**config.mk**
```make
export PLATFORM = sky130hd
export DESIGN_NAME = countdown_timer
export DESIGN_NICKNAME = d
export VERILOG_FILES = /design/src/rtl/countdown_timer_pkg.sv /design/src/rtl/bcd_down_digit.sv /design/src/rtl/countdown_timer.sv
export SDC_FILE = /design/constraint.sdc
export NUM_CORES = 1
export LEC_CHECK = 0
export CELL_PAD_IN_SITES_DETAIL_PLACEMENT = 2
export CELL_PAD_IN_SITES_GLOBAL_PLACEMENT = 2
export CORE_ASPECT_RATIO = 1.2
export CORE_UTILIZATION = 28
export CTS_CLUSTER_DIAMETER = 100
export CTS_CLUSTER_SIZE = 14
export DETAILED_ROUTE_END_ITERATION = 6
export PLACE_DENSITY_LB_ADDON = 0.1
export RECOVER_POWER = 25
export SLEW_MARGIN = 20
export SYNTH_ARGS = -nofsm -noshare
export SYNTH_HDL_FRONTEND = slang
export SYNTH_HIERARCHICAL = 1
export SYNTH_SLANG_ARGS = --single-unit
```
**constraint.sdc**
```tcl
create_clock -name clk -period 3 [get_ports clk]
set_input_delay 0.9 -clock clk [delete_from_list [all_inputs] [get_ports clk]]
set_output_delay 0.9 -clock clk [all_outputs]
set_load 0.005 [all_outputs]
```
**src/rtl/countdown_timer_pkg.sv**
```systemverilog
// Shared definitions for the MM:SS BCD countdown timer: state encoding, digit width, digit maxima.
package countdown_timer_pkg;

   typedef enum logic [1:0] {
      StIdle  = 2'd0,
      StRun   = 2'd1,
      StPause = 2'd2,
      StDone  = 2'd3
   } state_e;

   localparam int unsigned DigitW        = 4;
   localparam int unsigned UnitsMax      = 9;
   localparam int unsigned MinTensMaxDef = 9;
   localparam int unsigned SecTensMaxDef = 5;

   function automatic logic [DigitW-1:0] clamp_digit(input logic [DigitW-1:0] d,
                                                     input int unsigned        max);
      logic [DigitW-1:0] m;
      m = DigitW'(max);
      return (d > m) ? m : d;
   endfunction

endpackage

```
**src/rtl/bcd_down_digit.sv**
```systemverilog
// One BCD down-counting digit with clamped synchronous load; steps when dec and borrow_in are high.
module bcd_down_digit
   import countdown_timer_pkg::*;
#(
   parameter int unsigned MAX = 9
) (
   input  logic              clk,
   input  logic              res,
   input  logic              load,
   input  logic [DigitW-1:0] load_val,
   input  logic              dec,
   input  logic              borrow_in,
   output logic              borrow_out,
   output logic [DigitW-1:0] value
);

   localparam logic [DigitW-1:0] MaxV = DigitW'(MAX);

   logic [DigitW-1:0] value_q;

   always_ff @(posedge clk or negedge res) begin
      if (!res) begin
         value_q <= '0;
      end else if (load) begin
         value_q <= clamp_digit(load_val, MAX);
      end else if (dec && borrow_in) begin
         value_q <= (value_q == '0) ? MaxV : value_q - 1'b1;
      end
   end

   // borrow_in of the units digit is tied high, so the chain end also flags "all digits zero".
   assign borrow_out = borrow_in && (value_q == '0);
   assign value      = value_q;

endmodule

```
**src/rtl/countdown_timer.sv**
```systemverilog
// Settable MM:SS BCD countdown timer with start/pause toggle and one-cycle done pulse.
// Optional feature: define COUNTDOWN_AUTO_RELOAD_EN to reload the last loaded value on expiry.
module countdown_timer
   import countdown_timer_pkg::*;
#(
   parameter int unsigned MIN_TENS_MAX = MinTensMaxDef,
   parameter int unsigned SEC_TENS_MAX = SecTensMaxDef
) (
   input  logic        clk,
   input  logic        res,
   input  logic        ena,
   input  logic        load,
   input  logic [15:0] load_val,
   input  logic        start,
   output logic [3:0]  cnt_s0,
   output logic [3:0]  cnt_s1,
   output logic [3:0]  cnt_m0,
   output logic [3:0]  cnt_m1,
   output logic        running,
   output logic        done
);

   state_e      state_q, state_d;
   logic        done_q, done_d;
   logic        running_q, running_d;
   logic        tick;
   logic        reload;
   logic        digit_load;
   logic [15:0] digit_val;
   logic [4:0]  borrow;
   logic        is_zero;
   logic        is_one;

   assign borrow[0] = 1'b1;
   assign is_zero   = borrow[4];
   assign is_one    = (cnt_s0 == 4'd1) && (cnt_s1 == '0) && (cnt_m0 == '0) && (cnt_m1 == '0);

`ifdef COUNTDOWN_AUTO_RELOAD_EN
   logic [15:0] reload_q;

   always_ff @(posedge clk or negedge res) begin
      if (!res) begin
         reload_q <= '0;
      end else if (load) begin
         reload_q <= {clamp_digit(load_val[15:12], MIN_TENS_MAX),
                      clamp_digit(load_val[11:8], UnitsMax),
                      clamp_digit(load_val[7:4], SEC_TENS_MAX),
                      clamp_digit(load_val[3:0], UnitsMax)};
      end
   end

   assign digit_val = load ? load_val : reload_q;
`else
   assign digit_val = load_val;
`endif

   assign digit_load = load || reload;

   always_comb begin
      state_d = state_q;
      done_d  = 1'b0;
      tick    = 1'b0;
      reload  = 1'b0;
      if (load) begin
         state_d = StIdle;
      end else if (start) begin
         unique case (state_q)
            StIdle, StPause: if (!is_zero) state_d = StRun;
            StRun:           state_d = StPause;
            default:         state_d = state_q;
         endcase
      end else if (ena && (state_q == StRun)) begin
         if (is_one) begin
            done_d = 1'b1;
`ifdef COUNTDOWN_AUTO_RELOAD_EN
            reload = 1'b1;
`else
            tick    = 1'b1;
            state_d = StDone;
`endif
         end else begin
            tick = 1'b1;
         end
      end
      running_d = (state_d == StRun);
   end

   always_ff @(posedge clk or negedge res) begin
      if (!res) begin
         state_q   <= StIdle;
         done_q    <= 1'b0;
         running_q <= 1'b0;
      end else begin
         state_q   <= state_d;
         done_q    <= done_d;
         running_q <= running_d;
      end
   end

   assign done    = done_q;
   assign running = running_q;

   bcd_down_digit #(.MAX(UnitsMax)) u_s0 (
      .clk        (clk),
      .res        (res),
      .load       (digit_load),
      .load_val   (digit_val[3:0]),
      .dec        (tick),
      .borrow_in  (borrow[0]),
      .borrow_out (borrow[1]),
      .value      (cnt_s0)
   );

   bcd_down_digit #(.MAX(SEC_TENS_MAX)) u_s1 (
      .clk        (clk),
      .res        (res),
      .load       (digit_load),
      .load_val   (digit_val[7:4]),
      .dec        (tick),
      .borrow_in  (borrow[1]),
      .borrow_out (borrow[2]),
      .value      (cnt_s1)
   );

   bcd_down_digit #(.MAX(UnitsMax)) u_m0 (
      .clk        (clk),
      .res        (res),
      .load       (digit_load),
      .load_val   (digit_val[11:8]),
      .dec        (tick),
      .borrow_in  (borrow[2]),
      .borrow_out (borrow[3]),
      .value      (cnt_m0)
   );

   bcd_down_digit #(.MAX(MIN_TENS_MAX)) u_m1 (
      .clk        (clk),
      .res        (res),
      .load       (digit_load),
      .load_val   (digit_val[15:12]),
      .dec        (tick),
      .borrow_in  (borrow[3]),
      .borrow_out (borrow[4]),
      .value      (cnt_m1)
   );

endmodule

```
# ---- After elaboration in Yosys (flattened, before gate mapping)
# Cells that the tools add are included.
dict set report word_totals {
  reg_bits 20
  output_inout_bits 18
  elab_cells 68
  input_bits 21
}
dict set report classes {
  eq_ne 4
  addsub 4
  order_cmp 4
  n_reduce_logical 20
  muxes 29
}
# cell n
set op_table {}
lappend op_table {{4-bit two-way mux} 16}
lappend op_table {{4-bit logical NOT} 4}
lappend op_table {{4-bit by 1-bit subtractor with 4-bit output (second input constant)} 4}
lappend op_table {{4-bit > comparator (second input constant)} 3}
lappend op_table {{1-bit logical AND} 10}
lappend op_table {{2-bit two-way mux} 5}
lappend op_table {{2-bit nonzero test} 4}
lappend op_table {{1-bit two-way mux} 7}
lappend op_table {{2-bit by 1-bit equality test with 1-bit output (second input constant)} 2}
lappend op_table {{4-bit by 1-bit equality test with 1-bit output (second input constant)} 1}
lappend op_table {{4-bit by 3-bit > comparator with 1-bit output (second input constant)} 1}
lappend op_table {{2-bit case mux with 2 select lines} 1}
lappend op_table {{2-bit equality test (second input constant)} 1}
lappend op_table {{2-bit logical NOT} 1}
lappend op_table {{2-bit OR reduction} 1}

# ---- Longest topological paths before layout
# Gate-level depths: netlist of run 1.
dict set report depth {
  depth_word 9
  mapped_depth 8
}

# ---- Hierarchy
# The synthesis of run 1 kept the hierarchy.
# mod area_per_inst_um2 cells_per_inst n_inst seq_area_each_um2
set modules_own_cells {}
lappend modules_own_cells {{bcd_down_digit at u_m0 ...} 266.5 25 3 100.1}
lappend modules_own_cells {{bcd_down_digit at u_s1} 234.0 22 1 100.1}
lappend modules_own_cells {countdown_timer 220.2 23 1 100.1}

# ---- Worst setup path before layout of run 1
# No wires, ideal clock.
dict set report synth_path {
  kind {input-to-reg}
  startpoint {input port start}
  endpoint {register u_m0.value_q[3], in the netlist u_m0/value[3]}
  path_buffers 0
  path_slack_ps 314
  stages 6
  required_time_ps 2876
  t_arrival_ps 2562
  cell_sequence {or3b_1 or3b_4 inv_1 nand3b_4 o31a_1 o31a_1}
}
dict set report synth_between {
  elab_chain_cells 4
}
# element line
set synth_rtl {}
lappend synth_rtl {{start: declaration} countdown_timer.sv:14} ;# input logic start,
lappend synth_rtl {{1-bit two-way mux} countdown_timer.sv:66} ;# end else if (start) begin
lappend synth_rtl {{1-bit two-way mux} countdown_timer.sv:64} ;# if (load) begin
lappend synth_rtl {{net tick} countdown_timer.sv:26} ;# logic tick;
lappend synth_rtl {{1-bit logical AND} bcd_down_digit.sv:26} ;# end else if (dec && borrow_in) begin
lappend synth_rtl {{2-bit nonzero test (no line)} --}
lappend synth_rtl {{end signal: assignment} bcd_down_digit.sv:25} ;# value_q <= clamp_digit(load_val, MAX);
lappend synth_rtl {{end signal: assignment} bcd_down_digit.sv:27} ;# value_q <= (value_q == '0) ? MaxV : value_q - 1'b1;
lappend synth_rtl {{end: declaration} bcd_down_digit.sv:19} ;# logic [DigitW-1:0] value_q;
# The timed path passes the listed nets, and every way through them passes these cells.
# A chain may end at the register's enable or synchronous reset.

# ---- Worst setup path after layout of run 1
dict set report layout_path {
  startpoint {input port start}
  endpoint {register u_s0.value_q[3], in the netlist u_s0/value[3]}
}
dict set report layout_between {
  elab_chain_cells 3
}
# element line
set layout_rtl {}
lappend layout_rtl {{1-bit two-way mux} countdown_timer.sv:66}
lappend layout_rtl {{1-bit two-way mux} countdown_timer.sv:64}
lappend layout_rtl {{net tick} countdown_timer.sv:26}
lappend layout_rtl {{2-bit nonzero test (no line)} --}
lappend layout_rtl {{end signal: assignment} bcd_down_digit.sv:25}
lappend layout_rtl {{end signal: assignment} bcd_down_digit.sv:27}
lappend layout_rtl {{end: declaration} bcd_down_digit.sv:19}
# The timed path passes the listed nets, and every way through them passes these cells.

==> metrics.md, run 1 <==
| Metric | Value |
|---|---|
| Status | finished clean |
| Max Clock Skew | 0.000853 ns |
| CTS max path bufs | 2 |
| Switch Pwr | 190 uW |
| Gr ovfl total | 0 |
| H-Tree Depth | 1 |
| Worst setup path startpoint | start |
| Initial antenna violation count | 0 |
| CP Cell Sequence | clkdlybuf4s50_1 -> or3b_1 -> or3b_4 -> inv_1 -> buf_12 -> nand3b_4 -> o31a_1 -> o31a_1 |
| Rows | 26 |
| Global-route wire length before repair | 6360 um |
| Post-CTS Setup Inserts | 0 |
| Most frequent cells in the layout | 37 x clkdlybuf4s50_1, 20 x dfrtp_1, 10 x nand3b_1 |
| Post-synthesis register bit count | 20 |
| Worst path arrival time | 2.96 ns |
| Worst path depth | 8 |
| Core area | 0.00426 mm^2 |
| Sw frac | 0.276 |
| CTS tree | yes |
| Part of the power in combinational logic | 0.215 |
| Initial DRC Count | 31 |
| Most frequent CP cell | o31a_1 |
| Crit path kind | input port to register |
| Sink Count | 20 |
| Cts hold-fix bufs | 0 |
| Post-DP HPWL | 2950 um |
| Input/output buffers | 38 |
| Achievable frequency | 0.357 GHz |
| Die height | 75.3 um |
| Clk pwr share | 0.318 |
| Final Setup Violations | 0 |
| GPL Wtd Cong | 0.715 |
| Worst Tran Pin Value | 1.19 ns |
| Slowest cell delay on critical path | 0.43 ns |
| Commonest non-fill, non-tap cell in the layout | clkdlybuf4s50_1 |
| Final Hold Viols | 0 |
| Initial DRT Pass Iterations | 4 |
| Slew margin rel. | 0.208 |
| Layout cell share with drive strength beyond 1 | 0.116 |
| Worst r2r path cells | 8 |
| PostCTS Resize Cnt | 0 |
| Post-layout nets | 195 |
| Die X | 63.1 um |
| Worst-path clk slew | 0.08 ns |
| Data required, critical path | 3.16 ns |
| Largest net degree at the start of global routing | 36 |
| Root buffer cell | clkbuf_8 |
| Post-synth EDFFs | 0 |
| Vias | 1199 |
| Period Utilization, post-route | 0.934 |
| Initial core utilization | 0.294 |
| Crit end category | register |
| Worst Hold Class | register to register |
| Post-synth cell types | 34 |
| Global Route Usage Sum | 0.176 |
| RSZ-0062 raised after global routing | no |
| Max Slew Vio Count | 0 |
| Ys async rst share | 1.00 |
| Pleak | 0.000774 uW |
| Synthesis Warnings | 6 |
| Sequential share of power | 0.466 |
| I/O Pins | 39 |
| Drc violations | 0 |
| Post-Syn Instances | 120 |
| PwrDens | 375 mW/mm^2 |
| Tmin final | 2.80 ns |
| DP Cell Count | 225 |
| Top_reg_cell synth | dfrtp_1 |
| Area Overhead vs Synth | 46.7% |
| P_int | 500 uW |
| Full die area | 0.00475 mm^2 |
| Worst hold stages | 2 |
| Top Family by Delay on Critical Path | simple AND/OR/NAND/NOR gates |
| Placed cell area | 0.00179 mm^2 |
| DR WL/cell | 16.7 um |
| CTS Buf Count | 3 |
| Critical Path Source Type | input port |
| Fin area | 0.00184 mm^2 |
| Mapped Avg Cell Area | 10.4 um^2 |
| # diodes | 0 |
| Post-Syn Area | 0.00125 mm^2 |
| Finished Layout Cells | 229 |
| Fillers | 472 |
| Number of vias per cell | 5.24 |
| Detail Route Antenna Nets | 0 |
| Crit Path Max Fanout | 12 |
| Hold path start | state_q[0]$_DFF_PN0_ |
| Worst vdd ir | 0.249 mV |
| CP max stage cell | clkdlybuf4s50_1 |
| Max-cap viol count | 0 |
| Buffers & Inverters on Critical Path | 3 |
| Post-synthesis sequential area ratio | 0.399 |
| Vias in the first global route | 1283 |
| Final wirelength | 3830 um |
| Insertion delay to the later sink of the worst-skew pair | 0.27 ns |
| R2R Path Start | u_s0/value[2]$_DFFE_PN0P_ |
-- layer usage --
metal | global-route usage | wire [um]
met5 | 0 | 0
met4 | 0.0853 | 76
met3 | 0.0240 | 108
met2 | 0.324 | 2050
met1 | 0.205 | 1590
-- state kept, by name, indices dropped and copies added (netlist names) --
name and count:
running 1, u_s1/value 4, state_q 2, done 1, u_s0/value 4, u_m1/value 4, u_m0/value 4
-- area by class of cell --
cell class              count  area [um^2]  share of cell area
flip-flops and latches     20          500               0.272
inverters                   3         11.3             0.00612
well taps                  56         70.1              0.0381
clock buffers               4         55.1              0.0299
repair buffers             46          449               0.244
multi-input cells         100          753               0.410
-- power by group through the flow --
stage	clock network, uW	logic (uW)	registers [uW]
6_report	220	149	321
5_1_grt	234	162	327
4_1_cts	232	152	322
3_5_place_dp	0	151	328
3_3_place_gp	0	145	324
2_1_floorplan	0	54.6	320
-- final timing paths --
kind	end	slack, ns
min in group asynchronous	u_m0/value[2]$_DFFE_PN0P_	1.39
hold reg to reg	state_q[0]$_DFF_PN0_	0.59
max in group asynchronous	u_s0/value[2]$_DFFE_PN0P_	0.90
setup / recovery	u_s0/value[3]$_DFFE_PN0P_	0.20
setup reg to reg	running$_DFF_PN0_	0.61
hold / removal	state_q[0]$_DFF_PN0_	0.59
-- through the flow --
| step | hold slack, ns | TNS (ns) | total power, uW | utilization | setup WS, ns |
|---|---|---|---|---|---|
| after floorplan | 0.532 | 0 | 374 | - | 0.314 |
| after global placement | 0.557 | -0.0328 | 470 | 0.420 | -0.0124 |
| after detailed placement | 0.581 | -0.317 | 478 | 0.420 | -0.0923 |
| after CTS | 0.593 | 0 | 706 | 0.432 | 0.198 |
| after global routing | 0.631 | 0 | 723 | 0.432 | 0.148 |
| final | 0.587 | 0 | 690 | 0.432 | 0.198 |
-- logic make-up (layout without fill, tap and decap cells) --
group / count (synthesis) / count (layout) / share of synthesized area
and+or+nand+nor: 58 / 58 / 0.357
AOI/OAI and AO/OA: 31 / 31 / 0.180
DFF: 20 / 20 / 0.399
xor gates and xnor gates: 4 / 4 / 0.0279
muxes: 3 / 3 / 0.0240
buffers and inverters: 3 / 53 / 0.00898
other: 1 / 4 / 0.00299
-- Yosys cell counts (3+ instances only) --
library cell / count / area (um^2)
nand2_1: 6 / 22.5
mux2i_1: 3 / 30.0
nand2b_1: 4 / 25.0
and4bb_2: 3 / 37.5
o21ai_1: 4 / 20.0
or4_1: 3 / 22.5
and2b_1: 3 / 22.5
xor2_1: 3 / 26.3
nand3b_1: 10 / 75.1
inv_1: 3 / 11.3
o21ai_0: 8 / 40.0
o31a_1: 6 / 52.6
o21a_1: 4 / 30.0
dfrtp_1: 20 / 500
nand3_1: 4 / 20.0
nor2_1: 5 / 18.8
and4bb_1: 4 / 50.1
nor4_1: 7 / 43.8
nand3b_4: 3 / 60.1
-- worst reg2reg max path, stage by stage, from the launching register on --
cell,delay (ns)
dfrtp_1,0.46
nor2_1,0.10
and4bb_2,0.27
and2_1,0.20
and4bb_2,0.29
and4bb_2,0.25
or3b_2,0.46
a21oi_1,0.16
o21a_1,0.15
Power figures use the tool's default switching activity.
==> run 2: changes to the inputs <==
- SETUP_SLACK_MARGIN: not set -> 0.4
==> run 2 against run 1 <==
Flip-flop and latch count unchanged. Utilization up 0.35 points. Register-to-register slack better by 0.03 ns. Sequential share of layout area down 0.22 points. Clock skew up 0.0016 ns. Cell count up 1.3%. Non-clock buffer count up 3.
==> metrics.md, run 2 (synthesis gave the netlist of run 1 again) <==
| Metric | Value |
|---|---|
| CTS max path bufs | 2 (unchanged) |
| Number of vias per cell | 5.18 (-1.1%) |
| Die X | 63.1 um (unchanged) |
| Pleak | 0.000769 uW (-0.76%) |
| Gr ovfl total | 0 (unchanged) |
| Data required, critical path | 3.14 ns (-0.02 ns) |
| Initial DRC Count | 40 (+29%) |
| # diodes | 0 (unchanged) |
| Detail Route Antenna Nets | 0 (unchanged) |
| Final hold slack | 0.591 ns (+0.00383 ns) |
| Global Route Usage Sum | 0.176 (-0.000692) |
| H-Tree Depth | 1 (unchanged) |
| Final wirelength | 3860 um (+0.91%) |
| Post-DP HPWL | 2900 um (-1.5%) |
| Root buffer cell | clkbuf_8 |
| Insertion delay to the later sink of the worst-skew pair | 0.25 ns (-0.02 ns) |
| DP Cell Count | 225 (unchanged) |
| Die height | 75.3 um (unchanged) |
| Input/output buffers | 38 (unchanged) |
| I/O Pins | 39 (unchanged) |
| Rows | 26 (unchanged) |
| Vias | 1201 (+0.17%) |
| CTS Buf Count | 3 (unchanged) |
| RSZ-0062 raised after global routing | no |
| Crit end category | register |
| Power, Total | 651 uW (-5.6%) |
| Layout cell share with drive strength beyond 1 | 0.165 (+0.0492) |
| Finished Layout Cells | 232 (+1.3%) |
| Final Setup Violations | 0 (unchanged) |
| Full die area | 0.00475 mm^2 (unchanged) |
| Achievable frequency | 0.400 GHz (+12%) |
| Crit Path Max Fanout | 6 (-6) |
| CTS tree | yes |
| DR WL/cell | 16.6 um (-0.39%) |
| Most frequent cells in the layout | 36 x clkdlybuf4s50_1, 20 x dfrtp_1, 10 x buf_4, 10 x nand3b_1, 8 x o21ai_0 |
| Pre-CTS setup slack | -0.122 ns (-0.0300 ns) |
| Worst Hold Class | register to register |
| Commonest non-fill, non-tap cell in the layout | clkdlybuf4s50_1 |
| Period Utilization, post-route | 0.833 (-0.101) |
| Area Overhead vs Synth | 47.9% |
| Initial core utilization | 0.294 (unchanged) |
| Tmin final | 2.50 ns (-0.302 ns) |
| Critical Path Source Type | input port |
| Final WS setup | 0.500 ns (+0.302 ns) |
| Vias in the first global route | 1327 (+3.4%) |
| Initial DRT Pass Iterations | 4 (unchanged) |
| Initial antenna violation count | 0 (unchanged) |
| PwrDens | 351 mW/mm^2 (-6.4%) |
| Largest net degree at the start of global routing | 36 (unchanged) |
| GPL Wtd Cong | 0.719 (+0.57%) |
| Global-route wire length before repair | 6440 um (+1.2%) |
| Post-layout nets | 199 (+2.1%) |
| Core area | 0.00426 mm^2 (unchanged) |
| Worst Tran Pin Value | 1.16 ns (-0.0273 ns) |
| Final Hold Viols | 0 (unchanged) |
| Max Slew Vio Count | 0 (unchanged) |
| Status | finished clean |
| Worst vdd ir | 0.140 mV (-44%) |
| Crit path kind | input port to register |
| Max-cap viol count | 0 (unchanged) |
| Drc violations | 0 (unchanged) |
| Max Clock Skew | 0.00242 ns (+0.00156 ns) |
| Cts hold-fix bufs | 0 (unchanged) |
| Worst-path clk slew | 0.08 ns (about the same) |
| Worst path arrival time | 2.64 ns (-0.32 ns) |
| Setup TNS | 0 ns (unchanged) |
| Slew margin rel. | 0.226 (+0.0182) |
| Sink Count | 20 (unchanged) |
| Fillers | 464 (-1.7%) |
[run 2: routing by layer]
layer	global-route usage	vias to the layer above	wire length, um
li1	-	573	-
met1	0.200	609	1610
met2	0.342	17	2130
met3	0.0284	2	108
met4	0.0465	0	22
met5	0	-	0
[run 2: cell type report]
class / instances / area [um^2] / area share
inverters: 3 / 15.0 / 0.00810
well taps: 56 / 70.1 / 0.0378
clock buffers: 3 / 41.3 / 0.0223
multi-input cells: 100 / 766 / 0.413
repair inverters: 1 / 7.51 / 0.00405
flip-flops and latches: 20 / 500 / 0.270
repair buffers: 49 / 454 / 0.245
[run 2: critical path: stages]
cell,delay [ns]
clkdlybuf4s50_1,0.47
or3b_4,0.44
clkinvlp_4,0.20
nand3b_4,0.11
o31a_1,0.25
o31a_1,0.27
[run 2: repair_timing]
item,in CTS,in global routing
endpoints found under the setup margin,14,10
pin swaps,5,5
gates resized for setup,3,5
gates cloned,1,0
setup buffers,3,0
[run 2: final timing paths]
check | depth (start not counted) | slack [ns] | startpoint | end
max | 6 | 0.50 | load | u_m0/value[3]$_DFFE_PN0P_
min | 1 | 0.59 | u_s1/value[3]$_DFFE_PN0P_ | u_s1/value[3]$_DFFE_PN0P_
max reg2reg | 8 | 0.64 | u_s0/value[2]$_DFFE_PN0P_ | running$_DFF_PN0_
min reg2reg | 1 | 0.59 | u_s1/value[3]$_DFFE_PN0P_ | u_s1/value[3]$_DFFE_PN0P_
max in group asynchronous | 2 | 0.92 | res | u_m1/value[1]$_DFFE_PN0P_
min in group asynchronous | 2 | 1.39 | res | u_s0/value[1]$_DFFE_PN0P_
[run 2: power breakdown]
group          internal, uW  leakage (uW)  switching (uW)
sequential              289      0.000249            33.5
combinational          94.0      0.000498            56.2
clock                  89.3     0.0000216            89.0
[run 2: stage by stage]
stage | utilization | cell area [um^2]
after floorplan | - | 1270
after global placement | 0.417 | 1780
after detailed placement | 0.417 | 1780
after CTS | 0.435 | 1850
after global routing | 0.435 | 1850
final | 0.435 | 1850
==> run 3: changes to the inputs <==
- clock period: 3 -> 2.4 ns (I/O delays scaled with it)
==> run 3 against run 2 <==
Worst setup slack lost 0.43 ns. Cell area increased by 13%. Cell count is 6.9% higher. Largest cell class unchanged. Critical path depth grew 2. Total power grew 39%. Clock power up 52%. Routed wire length is 24% higher. Clock skew increased by 0.0039 ns. Flip-flop and latch count is the same. Die area did not move. Global-route usage up 1.2 points.
==> metrics.md, run 3 (synthesis gave the netlist of run 1 again) <==
| Metric | Value |
|---|---|
| Status | finished clean |
| Pleak | 0.000898 uW (+17%) |
| Vias in the first global route | 1336 (+0.68%) |
| Global-route wire length before repair | 6780 um (+5.4%) |
| Worst-path clk slew | 0.08 ns (about the same) |
| Initial antenna violation count | 0 (unchanged) |
| Post-DP HPWL | 2820 um (-2.8%) |
| Achievable frequency | 0.429 GHz |
| Max-cap viol count | 0 (unchanged) |
| Sw frac | 0.282 (+0.00759) |
| CP max stage cell | or4_4 |
| Register area | 510 um^2 (+2.0%) |
| Slowest cell delay on critical path | 0.47 ns (about the same) |
| H-Tree Depth | 1 (unchanged) |
| GPL Wtd Cong | 0.694 (-3.5%) |
| Max Clock Skew | 0.00630 ns (+0.00388 ns) |
| Full die area | 0.00475 mm^2 (unchanged) |
| # diodes | 0 (unchanged) |
| Worst Hold Class | register to register |
| Final Hold Viols | 0 (unchanged) |
| Drc violations | 0 (unchanged) |
| Post-layout nets | 214 (+7.5%) |
| Max Slew Vio Count | 0 (unchanged) |
| Die height | 75.3 um (unchanged) |
| Initial DRT Pass Iterations | 4 (unchanged) |
| Detail Route Antenna Nets | 0 (unchanged) |
| Insertion delay to the later sink of the worst-skew pair | 0.26 ns (about the same) |
| Core area | 0.00426 mm^2 (unchanged) |
| Worst Tran Pin Value | 1.25 ns (+0.0855 ns) |
| PwrDens | 433 mW/mm^2 (+23%) |
| Clk pwr share | 0.298 (+0.024) |
| CTS max path bufs | 2 (unchanged) |
| Global Route Usage Sum | 0.188 (+0.0123) |
| Part of the power in combinational logic | 0.256 (+0.025) |
| Die X | 63.1 um (unchanged) |
| Crit end category | register |
| Crit path kind | input port to register |
| DP Cell Count | 225 (unchanged) |
| Number of vias per cell | 5.33 (+3.0%) |
| CTS tree | yes |
| Tmin final | 2.33 ns |
| Data required, critical path | 2.60 ns (-0.54 ns) |
| Most frequent cells in the layout | 33 x clkdlybuf4s50_1, 19 x buf_4, 12 x dfrtp_1 |
| Switch Pwr | 255 uW (+43%) |
| DR WL/cell | 19.3 um (+16%) |
| RSZ-0062 raised after global routing | yes |
| I/O Pins | 39 (unchanged) |
| Sequential share of power | 0.445 (-0.050) |
| Commonest non-fill, non-tap cell in the layout | clkdlybuf4s50_1 |
| Layout cell share with drive strength beyond 1 | 0.328 (+0.163) |
| Largest net degree at the start of global routing | 36 (unchanged) |
| Area Overhead vs Synth | 66.5% |
| Worst path arrival time | 2.53 ns (-0.11 ns) |
| Worst vdd ir | 0.184 mV (+32%) |
| Crit Path Max Fanout | 3 (-3) |
| Initial core utilization | 0.294 (unchanged) |
| Initial DRC Count | 68 (+70%) |
| Input/output buffers | 38 (unchanged) |
| CTS Buf Count | 3 (unchanged) |
| Gr ovfl total | 0 (unchanged) |
| Slew margin rel. | 0.169 (-0.0570) |
| Final Setup Violations | 0 (unchanged) |
| Fillers | 454 (-2.2%) |
| Footprint of the multi-input gates | 821 um^2 (+7.2%) |
| Final wirelength | 4780 um (+24%) |
| Rows | 26 (unchanged) |
| P_int | 649 uW (+37%) |
| Sink Count | 20 (unchanged) |
| CP Cell Sequence | buf_6 -> or3b_4 -> or3b_4 -> clkinvlp_4 -> nand3b_4 -> buf_6 -> or4_4 -> nand3_2 |
| Critical Path Source Type | input port |
| Worst hold stages | 2 (+1) |
| Vias | 1322 (+10%) |
| Period Utilization, post-route | 0.971 |
| Final hold slack | 0.593 ns (+0.00176 ns) |
| Worst r2r path cells | 7 (-1) |
| Root buffer cell | clkbuf_8 |
| Finished Layout Cells | 248 (+6.9%) |
| Final core utilization | 0.490 (+0.0546) |
[run 3: cell count changes in the layout (fill, tap and decap cells not counted), sizes merged]
cell / change
buf: +16
clkdlybuf4s50: -3
dlymetal6s2s: +2
dlygate4sd2: +1
[run 3: metrics by stage]
step	TNS, ns	power [uW]	area (um^2)	setup WS [ns]
after floorplan	0	470	1270	0.0111
after global placement	-5.44	593	1780	-0.460
after detailed placement	-6.25	603	1780	-0.537
after CTS	0	881	1970	0.0847
after global routing	0	941	2090	0.0463
final	0	904	2090	0.0704
[run 3: worst paths after layout]
check                                            end  slack, ns                  from
max                        u_m0/value[1]$_DFFE_PN0P_       0.07                 start
max reg2reg                u_m0/value[1]$_DFFE_PN0P_       0.22  state_q[1]$_DFF_PN0_
min reg2reg                     state_q[0]$_DFF_PN0_       0.59  state_q[0]$_DFF_PN0_
min in group asynchronous       state_q[1]$_DFF_PN0_       1.25                   res
min                             state_q[0]$_DFF_PN0_       0.59  state_q[0]$_DFF_PN0_
max in group asynchronous  u_m1/value[0]$_DFFE_PN0P_       0.32                   res
[run 3: layout make-up]
| class | count | area share |
|---|---|---|
| Multi-Input combinational cell | 100 | 0.393 |
| Clock buffer | 4 | 0.0264 |
| Timing Repair inverter | 1 | 0.00360 |
| Timing Repair Buffer | 64 | 0.291 |
| Tap cell | 56 | 0.0336 |
| Inverter | 3 | 0.00719 |
| Sequential cell | 20 | 0.245 |
[run 3: repair_timing]
item                       in CTS  in global routing
setup endpoints to repair      23                 33
buffers inserted               11                  7
cloned                          1                  0
hold endpoints to repair        0                  0
pin swaps                      12                  9
hold buffers                    0                  0
resized for setup              14                 22
[run 3: metal layers]
| layer | share of wire | vias up | GRT usage |
|---|---|---|---|
| li1 | - | 610 | - |
| met1 | 0.39 | 677 | 0.214 |
| met2 | 0.58 | 31 | 0.366 |
| met3 | 0.023 | 4 | 0.0240 |
| met4 | 0.011 | 0 | 0.0594 |
| met5 | 0 | - | 0 |
[run 3: power groups by stage]
stage               clock [uW]  combinational (uW)  sequential [uW]
global route               286                 249              406
global placement             0                 192              401
CTS                        272                 212              397
floorplan                    0                70.1              400
finish                     270                 232              403
detailed placement           0                 198              406
[run 3: critical path, delay by kind of cell]
family / cells / cell delay, ns
AND/OR/NAND/NOR: 5 / 1.44
buffers and inverters: 3 / 0.37
